## src/rtl/pid_bank_sequencer_pkg.sv

```systemverilog
// Shared definitions for the PID bank sequencer: operand codes, ALU ops, FSM
// encoding and the fixed 10-instruction PID microprogram.
package pid_seq_pkg;

   localparam int NSTEPS = 10;

   localparam logic [3:0] REG_ZERO = 4'd0;
   localparam logic [3:0] REG_REF  = 4'd1;
   localparam logic [3:0] REG_POT  = 4'd2;
   localparam logic [3:0] REG_V1   = 4'd3;
   localparam logic [3:0] REG_A0   = 4'd4;
   localparam logic [3:0] REG_A1   = 4'd5;
   localparam logic [3:0] REG_A2   = 4'd6;
   localparam logic [3:0] REG_A3   = 4'd7;
   localparam logic [3:0] REG_T0   = 4'd8;
   localparam logic [3:0] REG_T1   = 4'd9;
   localparam logic [3:0] REG_T2   = 4'd10;

   localparam logic [2:0] ALU_PASS  = 3'd0;
   localparam logic [2:0] ALU_ADD   = 3'd1;
   localparam logic [2:0] ALU_SUB   = 3'd2;
   localparam logic [2:0] ALU_MULK0 = 3'd3;
   localparam logic [2:0] ALU_MULK1 = 3'd4;
   localparam logic [2:0] ALU_MULK2 = 3'd5;

   typedef enum logic [2:0] {
      ST_IDLE,
      ST_ISSUE,
      ST_WAIT,
      ST_WRITE,
      ST_FIN
   } state_e;

   typedef struct packed {
      logic [2:0] op;
      logic [3:0] rd;
      logic [3:0] rt;
      logic [3:0] rs;
   } instr_t;

   // e = REF-POT; pk, ik, dk terms; pwm into t2; then shift ik and e history.
   function automatic instr_t prog_rom(input logic [3:0] idx);
      case (idx)
         4'd0:    prog_rom = '{ALU_SUB,   REG_V1, REG_REF, REG_POT };
         4'd1:    prog_rom = '{ALU_MULK0, REG_T1, REG_V1,  REG_ZERO};
         4'd2:    prog_rom = '{ALU_MULK1, REG_A3, REG_V1,  REG_ZERO};
         4'd3:    prog_rom = '{ALU_ADD,   REG_A0, REG_A2,  REG_A3  };
         4'd4:    prog_rom = '{ALU_SUB,   REG_A3, REG_V1,  REG_A1  };
         4'd5:    prog_rom = '{ALU_MULK2, REG_T0, REG_A3,  REG_ZERO};
         4'd6:    prog_rom = '{ALU_ADD,   REG_A3, REG_T1,  REG_A0  };
         4'd7:    prog_rom = '{ALU_ADD,   REG_T2, REG_A3,  REG_T0  };
         4'd8:    prog_rom = '{ALU_ADD,   REG_A2, REG_A0,  REG_ZERO};
         4'd9:    prog_rom = '{ALU_ADD,   REG_A1, REG_V1,  REG_ZERO};
         default: prog_rom = '0;
      endcase
   endfunction

endpackage

```

## src/rtl/pid_bank_sequencer_if.sv

```systemverilog
// Control bundle between the sequencer (master) and the timer/bank/ALU side.
interface pid_bank_sequencer_if;
   logic       start;
   logic       hold;
   logic [3:0] RtAddrs;
   logic [3:0] RsAddrs;
   logic [3:0] RdAddrs;
   logic       WtReg;
   logic [2:0] AluOp;
   logic       busy;
   logic       done;
   logic [3:0] step;
   logic       overrun;

   modport master (
      input  start, hold,
      output RtAddrs, RsAddrs, RdAddrs, WtReg, AluOp, busy, done, step, overrun
   );

   modport slave (
      output start, hold,
      input  RtAddrs, RsAddrs, RdAddrs, WtReg, AluOp, busy, done, step, overrun
   );
endinterface

```

## src/rtl/pid_bank_sequencer_rom.sv

```systemverilog
// Program table: step index to {AluOp, RdAddrs, RtAddrs, RsAddrs}.
module pid_seq_rom
   import pid_seq_pkg::*;
(
   input  logic [3:0] step_i,
   output instr_t     instr_o
);

   assign instr_o = prog_rom(step_i);

endmodule

```

## src/rtl/pid_bank_sequencer.sv

```systemverilog
// Microprogram sequencer: walks the PID program once per sample tick, pacing
// each step by the ALU latency and pulsing the bank write at the end of it.
module pid_bank_sequencer
   import pid_seq_pkg::*;
#(
   parameter int unsigned ALU_LAT = 2
) (
   input  logic                 clk,
   input  logic                 rst,
   pid_bank_sequencer_if.master bus
);

   localparam logic [3:0] LAT_M1 = (ALU_LAT == 0) ? 4'd0 : 4'(ALU_LAT - 1);
   localparam logic [3:0] LAST_STEP = 4'(NSTEPS - 1);

   state_e     state_q, state_d;
   logic [3:0] step_q, step_d;
   logic [3:0] cnt_q, cnt_d;
   logic       overrun_q, overrun_d;
   instr_t     instr;
   logic       in_step;

   pid_seq_rom u_rom (
      .step_i  (step_q),
      .instr_o (instr)
   );

   // NOTE: state registers use non-blocking assignments so every flop samples
   // pre-edge values, independent of block evaluation order.
   always_ff @(posedge clk or negedge rst) begin
      if (!rst) begin
         state_q   <= ST_IDLE;
         step_q    <= '0;
         cnt_q     <= '0;
         overrun_q <= 1'b0;
      end else begin
         state_q   <= state_d;
         step_q    <= step_d;
         cnt_q     <= cnt_d;
         overrun_q <= overrun_d;
      end
   end

   // NOTE: every next-state signal gets a hold-value default first so no path
   // through the case leaves it unassigned and infers a latch.
   always_comb begin
      state_d   = state_q;
      step_d    = step_q;
      cnt_d     = cnt_q;
      overrun_d = overrun_q;

      // A tick arriving anywhere but IDLE is a missed sample; flag it even when held.
      if (bus.start && state_q != ST_IDLE) overrun_d = 1'b1;

      if (!bus.hold) begin
         case (state_q)
            ST_IDLE: begin
               if (bus.start) begin
                  state_d   = ST_ISSUE;
                  step_d    = '0;
                  overrun_d = 1'b0;
               end
            end
            ST_ISSUE: begin
               if (ALU_LAT == 0) begin
                  state_d = ST_WRITE;
               end else begin
                  state_d = ST_WAIT;
                  cnt_d   = LAT_M1;
               end
            end
            ST_WAIT: begin
               if (cnt_q == 4'd0) state_d = ST_WRITE;
               else               cnt_d   = cnt_q - 4'd1;
            end
            ST_WRITE: begin
               if (step_q == LAST_STEP) begin
                  state_d = ST_FIN;
               end else begin
                  state_d = ST_ISSUE;
                  step_d  = step_q + 4'd1;
               end
            end
            ST_FIN: begin
               state_d = ST_IDLE;
               step_d  = '0;
            end
            default: begin
               state_d = ST_IDLE;
               step_d  = '0;
               cnt_d   = '0;
            end
         endcase
      end
   end

   // Operand/op selects are only presented while a step is in flight.
   assign in_step     = (state_q == ST_ISSUE) || (state_q == ST_WAIT) || (state_q == ST_WRITE);
   assign bus.RtAddrs = in_step ? instr.rt : 4'd0;
   assign bus.RsAddrs = in_step ? instr.rs : 4'd0;
   assign bus.RdAddrs = in_step ? instr.rd : 4'd0;
   assign bus.AluOp   = in_step ? instr.op : 3'd0;
   assign bus.WtReg   = (state_q == ST_WRITE) && !bus.hold;
   assign bus.done    = (state_q == ST_FIN) && !bus.hold;
   assign bus.busy    = (state_q != ST_IDLE);
   assign bus.step    = step_q;
   assign bus.overrun = overrun_q;

endmodule

```

## src/flat_wrapper.sv

```systemverilog
// flat-port wrapper written by rule: the top's interface ports become plain ports
module pid_bank_sequencer_flat import pid_seq_pkg::*;
#(
   parameter int unsigned ALU_LAT = 2
)
  (clk, rst, bus_start, bus_hold, bus_RtAddrs, bus_RsAddrs, bus_RdAddrs, bus_WtReg, bus_AluOp, bus_busy, bus_done, bus_step, bus_overrun);
  pid_bank_sequencer_if bus_i ();
  input  logic clk;
  input  logic rst;
  input wire logic [$bits(bus_i.start)-1:0] bus_start;
  input wire logic [$bits(bus_i.hold)-1:0] bus_hold;
  output wire logic [$bits(bus_i.RtAddrs)-1:0] bus_RtAddrs;
  output wire logic [$bits(bus_i.RsAddrs)-1:0] bus_RsAddrs;
  output wire logic [$bits(bus_i.RdAddrs)-1:0] bus_RdAddrs;
  output wire logic [$bits(bus_i.WtReg)-1:0] bus_WtReg;
  output wire logic [$bits(bus_i.AluOp)-1:0] bus_AluOp;
  output wire logic [$bits(bus_i.busy)-1:0] bus_busy;
  output wire logic [$bits(bus_i.done)-1:0] bus_done;
  output wire logic [$bits(bus_i.step)-1:0] bus_step;
  output wire logic [$bits(bus_i.overrun)-1:0] bus_overrun;
  assign bus_i.start = bus_start;
  assign bus_i.hold = bus_hold;
  assign bus_RtAddrs = bus_i.RtAddrs;
  assign bus_RsAddrs = bus_i.RsAddrs;
  assign bus_RdAddrs = bus_i.RdAddrs;
  assign bus_WtReg = bus_i.WtReg;
  assign bus_AluOp = bus_i.AluOp;
  assign bus_busy = bus_i.busy;
  assign bus_done = bus_i.done;
  assign bus_step = bus_i.step;
  assign bus_overrun = bus_i.overrun;
  pid_bank_sequencer #(.ALU_LAT(ALU_LAT)) u_core (.clk(clk), .rst(rst), .bus(bus_i));
endmodule
```

## config.mk

```make
export PLATFORM = sky130hd
export DESIGN_NAME = pid_bank_sequencer_flat
export DESIGN_NICKNAME = d
export VERILOG_FILES = /design/src/rtl/pid_bank_sequencer_pkg.sv /design/src/rtl/pid_bank_sequencer_if.sv /design/src/rtl/pid_bank_sequencer_rom.sv /design/src/rtl/pid_bank_sequencer.sv /design/src/flat_wrapper.sv
export SDC_FILE = /design/constraint.sdc
export NUM_CORES = 1
export LEC_CHECK = 0
export ABC_AREA = 1
export CORE_MARGIN = 2
export CORE_UTILIZATION = 49
export DETAILED_ROUTE_END_ITERATION = 8
export GPL_ROUTABILITY_DRIVEN = 0
export HOLD_SLACK_MARGIN = 0.05
export PLACE_DENSITY_LB_ADDON = 0.1
export SLEW_MARGIN = 25
export SYNTH_ARGS = -nofsm -noshare
export SYNTH_HDL_FRONTEND = slang
export SYNTH_SLANG_ARGS = --single-unit
```

## constraint.sdc

```tcl
create_clock -name clk -period 1.7 [get_ports clk]
set_input_delay 0.255 -clock clk [delete_from_list [all_inputs] [get_ports clk]]
set_output_delay 0.255 -clock clk [all_outputs]
set_load 0.01 [all_outputs]
```

# After elaboration in Yosys (flattened, before gate mapping)
# Memory sizes are Yosys's and may differ from the RTL's.
# Index checks and enable logic that the tools add are counted.
# totals
ff_bits,12
elab_cells,50
out_inout_bits,23
latch_bits,0
rom_bits,240
ramBits,0
mem_count,1
inputBits,4
# memory_table
memory,depth,width,rd,rd_clocked_by_memory_dff,write_ports,line_no,source
(no name shown),16,15,1,0,0,pid_bank_sequencer_pkg.sv:43,case (idx)
# classes
addsub,2
n_eq_ne,9
div,0
n_reduce_logical,14
muxes,17
bitwise,3
n_lt_le_gt_ge,0
shift,0
mul,0
# ops
cell,count
4-bit two-way mux,6
4-bit case mux with 3 select lines,2
3-bit two-way mux,4
3-bit case mux with 4 select lines,1
3-bit by 2-bit == test with 1-bit output (second input constant),2
2-bit inequality test (second input constant),3
3-bit AND reduction,2
4-bit by 1-bit adder with 4-bit output (second input constant),1
4-bit == test (second input constant),1
4-bit zero test,1
1-bit two-way mux,4
4-bit AND reduction,1
4-bit by 1-bit subtractor with 4-bit output (second input constant),1
3-bit by 1-bit == test with 1-bit output (second input constant),1
3-bit == test (second input constant),1
1-bit logical AND,3
3-bit zero test,1
1-bit inverter,3
3-bit nonzero test,1
3-bit OR reduction,1
1-bit logical OR,2
2-bit by 1-bit inequality test with 1-bit output (second input constant),1
2-bit OR reduction,1
1-bit zero test,1

# Logic depth before layout (Yosys ltp)
# Gate-level depths: netlist of the first run.
# depth
depth_word,6
depth_mapped,8
ltp_nobuf,8

# Modules after synthesis
# From an unflattened synthesis of the first run, not the netlist that was laid out.
# unflattened
cells_unflattened,191
area_unflattened_um2,1188.6
# by_module_without_submodules
module,area_each_um2,n_inst,seq_area_each_um2,cells_per_inst
pid_bank_sequencer,904.6,1,300.3,135
pid_seq_rom,284.0,1,0.0,56

# Least setup slack after synthesis of the first run
# OpenSTA, ideal clock, no wires.
# synth_path
path_type,flip-flop to output port
from,register u_core.step_q[0] (netlist: u_core.bus.step[0])
to,output bus_RsAddrs[1]
path_buffers,1
arrival_time_ps,1315
t_required_ps,1445
path_stages_with_launch,5
setup_slack_ps,130
cell_sequence,dfrtp_1 > buf_2 > inv_1 > ha_1 > nor3_1
# synth_between
elab_chain_len,2
# synth_lines
item,line_no,source
"start, declared",pid_bank_sequencer.sv:17,"logic [3:0] step_q, step_d;"
"start signal, assigned",pid_bank_sequencer.sv:38,step_q <= step_d;
memory 16 x 15 bit,-,
4-bit two-way mux,pid_bank_sequencer.sv:100,assign bus.RsAddrs = in_step ? instr.rs : 4'd0;
"end, declared",flat_wrapper.sv:13,output wire logic [$bits(bus_i.RsAddrs)-1:0] bus_RsAddrs;
# No other way between the ends.

# Worst setup path in the final report of the first run
# layout_path
from,register u_core.step_q[1] (netlist: u_core.bus.step[1])
to,output bus_RdAddrs[1]
# layout_between
elab_chain_len,2
# layout_lines
item,line_no,source
memory 16 x 15 bit,-,
4-bit two-way mux,pid_bank_sequencer.sv:101,assign bus.RdAddrs = in_step ? instr.rd : 4'd0;
"end, declared",flat_wrapper.sv:14,output wire logic [$bits(bus_i.RdAddrs)-1:0] bus_RdAddrs;
# No other way between the ends.

==> results of run 1 <==
-- where the power goes --
group,leakage [nW],switching (mW),internal (mW)
clock network,0.0210,0.0980,0.130
logic,0.713,1.09,0.873
registers,0.150,0.0993,0.381
-- sequential cells by signal, summed over array words and instances (netlist names), named ones only --
name	cells
u_core.state_q	3
u_core.cnt_q	4
u_core.bus.step	4
-- layer usage --
metal	vias to the layer above	global-route usage
li1	616	-
met1	589	0.293
met2	52	0.518
met3	10	0.0234
met4	0	0.0676
met5	-	0
-- cells by family (layout without fill, tap and decap cells) --
group                    Yosys count  in the layout  synth area share
adder cells (fa/ha/maj)           11             11             0.128
buffers and inverters             22             76            0.0859
AO/OA/AOI/OAI                     23             23             0.115
flip-flops                        12             12             0.279
AND/OR/NAND/NOR                   89             89             0.384
XOR/XNOR                           1              1           0.00813
-- critical path, stage by stage (launching register included) --
cell     delay (ns)
dfrtp_2        0.45
inv_4          0.09
buf_6          0.10
ha_4           0.13
nand2_1        0.08
nand2_1        0.08
nand2_1        0.09
a21oi_1        0.14
buf_2          0.16
-- metrics by stage --
step | std cells | total power, mW | area, µm² | TNS (ns) | setup WS (ns)
after floorplan | 158 | 1.41 | 1080 | 0 | 0.130
after global placement | 227 | 2.10 | 1500 | -1.73 | -0.173
after detailed placement | 227 | 2.14 | 1500 | -2.61 | -0.231
after CTS | 238 | 2.43 | 1610 | -0.416 | -0.127
after global routing | 239 | 2.86 | 1730 | -1.42 | -0.221
final | 239 | 2.67 | 1730 | -0.847 | -0.151
-- worst max path at each step --
stage	depth (start not counted)	to	start	slack (ns)
after floorplan	4	bus_RsAddrs[1]	u_core.bus.step[0]	0.13
after global placement	5	bus_AluOp[1]	u_core.bus.step[0]	-0.17
after detailed placement	6	bus_RsAddrs[0]	u_core.bus.step[0]	-0.23
after CTS	7	bus_RsAddrs[0]	u_core.bus.step[1]	-0.13
after global routing	7	bus_RdAddrs[1]	u_core.bus.step[1]	-0.22
final	8	bus_RdAddrs[1]	u_core.bus.step[1]	-0.15
-- repair_timing --
item,in CTS,in global routing
pin swaps,11,16
hold endpoints to repair,0,0
endpoints found under the setup margin,18,19
resized for setup,85,43
buffers inserted,7,2
cloned,0,1
-- final cells by class --
cell class                 instances  area [µm²]
clock buffer                       4        36.3
fill                             120         293
inverter                          18        78.8
multi-input combinational        124         851
sequential                        12         304
tap                               27        33.8
timing repair buffer              53         418
timing repair inverter             1        7.51
-- cells in the final DEF (no fill, tap or decap), drive strengths merged --
master         netlist  routed
o211ai               1       1
clkdlybuf4s50        0       6
clkbuf               0       4
clkdlybuf4s15        0       2
a31oi                1       1
ha                  11      11
dfrtp               12      12
nand2               44      44
dlymetal6s2s         0       2
dlygate4sd2          0       1
clkinvlp             0       2
clkinv               1       2
nor2                27      27
o21ai               11      11
a21oi                8       8
buf                  4      42
a21boi               1       1
nor3                 3       3
inv                 17      15
nand3               13      13
xnor2                1       1
a211oi               1       1
nand4                2       2
==> impl_metrics.json, run 1 <==
{
  "status": "finished, violations left",
  "failed_checks": "negative setup slack",
  "worst_pin_slew_ns": 0.545,
  "routed_wl_um": 3460,
  "vdd_ir_drop_max_v": 0.00116,
  "start_util": 0.533,
  "cts_root_buffer": "clkbuf_4",
  "drt_drc_violations_left": 0,
  "cts_hold_buf": 0,
  "cap_violations": 0,
  "synthToLayoutAreaGrowth_pct": 60.5,
  "hold_class": "in2async",
  "yosys-top-cells-count": "nand2_1 (40), nor2_1 (22), inv_1 (15)",
  "worstSetupEndpointType": "output pin",
  "die_h_um": 50.9,
  "ys.flop_type": "dfrtp_1",
  "grt_setup_unrepaired": "true",
  "grt_pass1_wl_um": 5180,
  "synth.most_common_cell": "nand2_1",
  "synth_top_area_cell": "dfrtp_1",
  "viasPerCell": 5.30,
  "finalSetupViolCount": 10,
  "reg2reg_to": "u_core.bus.step[2]",
  "r2r_start": "u_core.bus.step[1]",
  "worstSkewPairLatency_ns": 0.27,
  "slew_violations": 0,
  "vias": 1267,
  "antenna_cells": 0,
  "power.density_nw_per_um2": 1550,
  "grt_use_total": 0.260,
  "grt_overflow_total": 0,
  "cp_data_arrival_time_ns": 1.60,
  "fin_crit_ns": 1.85,
  "hold_viol": 0,
  "io_buffers": 26,
  "antenna_found_initial": 0,
  "dpl.hpwl_um": 2140,
  "worstSetupPathType": "reg2out",
  "die_x_um": 50.9,
  "synth_area_leaders": "dfrtp_1 (28%), nand2_1 (14%), ha_1 (13%)",
  "finalCritPeriodShare": 1.09,
  "die_area_um2": 2590,
  "setup_slack_ns": -0.151,
  "synth_seq_cells": 12,
  "synth_top_area_frac": 0.279,
  "cts_buffers": 3,
  "clockBufferDepth": 2,
  "cts_tree": "built",
  "clock.fmax_ghz": 0.540,
  "post_drt_wl_per_cell_um": 14.5,
  "holdWs_ns": 0.330,
  "drive_above_1_share": 0.439,
  "io_pins": 27,
  "synthCells": 158,
  "drtIter0Drc": 42,
  "synth_seq_area_share": 0.279,
  "rrSetupSlack_ns": 0.11,
  "leakage_nw": 0.884,
  "synth.net_count": 173,
  "cp_max_fo": 4,
  "grt_max_degree": 15,
  "max_slew_margin": 0.636,
  "wl_met2_um": 1810,
  "fin_skew_ns": 0.00140,
  "ys_types": 25,
  "core_area_um2": 2020,
  "cts_max_level": 1,
  "yosys_warnings": 0,
  "nets": 228,
  "postRouteAntennaNets": 0,
  "fin_util": 0.855,
  "clk_pin_slew_ns": 0.08,
  "wl_met3_um": 136,
  "synth-edff-count": 0,
  "syn_avg_cell_area_um2": 6.82,
  "ff2ff_path_depth": 9,
  "cp-start-kind": "flip-flop",
  "dr.pass1.iters": 5,
  "dr.max_layer_used": "met4",
  "grt_pass1_vias": 1189,
  "placementRows": 16,
  "async_reset_ff_frac": 1.00,
  "synthesis.area_um2": 1080,
  "cp.required_ns": 1.44,
  "cts_sinks": 12,
  "wl_met1_um": 1460
}
Note: power is estimated with default switching activity, not from simulation.
==> inputs of run 2 (changes only) <==
Settings changed: CELL_PAD_IN_SITES_DETAIL_PLACEMENT set to 1, CELL_PAD_IN_SITES_GLOBAL_PLACEMENT set to 1, CORE_UTILIZATION 49 to 34.
==> impl_metrics.json, run 2 (synthesized netlist as in run 1, its figures left out) <==
{
  "clockBufferDepth": 2,
  "drtIter0Drc": 110,
  "drive_above_1_share": 0.502,
  "leakage_nw": 1.00,
  "cp-start-kind": "flip-flop",
  "crit_end": "bus_RtAddrs[2]",
  "setup_slack_ns": -0.302,
  "io_pins": 27,
  "finalSetupViolCount": 14,
  "io_buffers": 26,
  "multi_input_area_um2": 880,
  "dr.pass1.iters": 4,
  "fin_skew_ns": 0.00106,
  "cts_hold_buf": 0,
  "grt_use_total": 0.244,
  "vias": 1352,
  "post_drt_wl_per_cell_um": 18.0,
  "hold_viol": 0,
  "fin_crit_ns": 2.00,
  "dpl.hpwl_um": 2550,
  "slew_violations": 0,
  "grt_pass1_wl_um": 6600,
  "dp_worst_setup_slack_ns": -0.231,
  "worst_pin_slew_ns": 0.577,
  "die_area_um2": 3630,
  "nets": 243,
  "power.density_nw_per_um2": 1520,
  "max_slew_margin": 0.614,
  "cap_violations": 0,
  "cts_root_buffer": "clkbuf_4",
  "grt_overflow_total": 0,
  "antenna_cells": 0,
  "cts_tree": "built",
  "ff_latch_area_um2": 302,
  "core_area_um2": 3030,
  "grt_max_degree": 13,
  "power_mw": 2.90,
  "cp_data_arrival_time_ns": 1.75,
  "cts_buffers": 3,
  "grt_setup_unrepaired": "true",
  "clk_pin_slew_ns": 0.08,
  "cp_max_fo": 6,
  "grt_pass1_vias": 1386,
  "cts_sinks": 12,
  "placementRows": 20,
  "worstSetupPathType": "reg2out",
  "status": "finished, violations left",
  "start_util": 0.356,
  "cp.required_ns": 1.44,
  "worstSetupEndpointType": "output pin",
  "antenna_found_initial": 0,
  "placed_area_um2": 1560,
  "reg2reg_to": "u_core.bus.step[3]",
  "cts_max_level": 1,
  "synthToLayoutAreaGrowth_pct": 77.5,
  "die_x_um": 60.3,
  "final_design_area_no_fill_um2": 1910,
  "finalCritPeriodShare": 1.18,
  "rrSetupSlack_ns": 0.14,
  "worstSkewPairLatency_ns": 0.27,
  "vdd_ir_drop_max_v": 0.00100,
  "critPathLaunch": "u_core.bus.step[0]",
  "routed_wl_um": 4880,
  "clock.fmax_ghz": 0.499,
  "postRouteAntennaNets": 0,
  "fillers": 383,
  "die_h_um": 60.3,
  "failed_checks": "negative setup slack",
  "viasPerCell": 4.99,
  "final_cell_mix": "nand2_1 (31), buf_4 (31), nor2_1 (18)",
  "hold_class": "in2async",
  "ff2ff_path_depth": 9,
  "r2r_start": "u_core.bus.step[0]",
  "drt_drc_violations_left": 0
}
## run 2: report_power, final
group / internal, mW / switching, mW / total, mW
Sequential: 0.379 / 0.0880 / 0.467
Combinational: 0.978 / 1.22 / 2.20
Clock: 0.130 / 0.104 / 0.234
Total: 1.49 / 1.41 / 2.90
## run 2: through the flow
| stage | hold WS, ns | TNS [ns] | std cells | utilization |
|---|---|---|---|---|
| after floorplan | -0.0406 | 0 | 158 | - |
| after global placement | 0.488 | -1.88 | 249 | 0.514 |
| after detailed placement | 0.532 | -2.54 | 249 | 0.514 |
| final | 0.343 | -1.83 | 271 | 0.631 |
| after global routing | 0.378 | -2.75 | 271 | 0.631 |
| after CTS | 0.354 | -0.858 | 266 | 0.590 |
## run 2: metal layers
| layer | track usage | vias to the layer above | part of all wire |
|---|---|---|---|
| met3 | 0.0173 | 14 | 0.035 |
| met1 | 0.271 | 651 | 0.38 |
| li1 | - | 643 | - |
| met5 | 0 | - | 0 |
| met4 | 0.0762 | 0 | 0.025 |
| met2 | 0.481 | 44 | 0.55 |
## run 2: how the worst min path moves through the flow
stage                         end  slack [ns]      start
3_5_place_dp            flip-flop        0.53  flip-flop
6_report        u_core.state_q[2]        0.34        rst
4_1_cts         u_core.state_q[2]        0.35        rst
5_1_grt        u_core.bus.step[3]        0.38        rst
3_3_place_gp            flip-flop        0.49  flip-flop
2_1_floorplan           async pin       -0.04        rst
## run 2: critical path: stages (launching register included)
cell	delay [ns]
dfrtp_2	0.50
inv_4	0.14
ha_4	0.17
nand2_1	0.09
nand2_1	0.09
nand2_1	0.09
a31oi_1	0.22
buf_2	0.18
## run 2: final cells by class
type	count	area share
repair buffers	69	0.295
flip-flops and latches	12	0.158
multi-input cells	124	0.460
inverters	18	0.0399
well taps	44	0.0288
clock buffers	4	0.0190
## run 2: repair_timing
| item | 4_1_cts | 5_1_grt |
|---|---|---|
| pin swaps | 11 | 15 |
| gates resized for setup | 105 | 35 |
| endpoints found under the setup margin | 18 | 24 |
| buffers inserted | 14 | 7 |
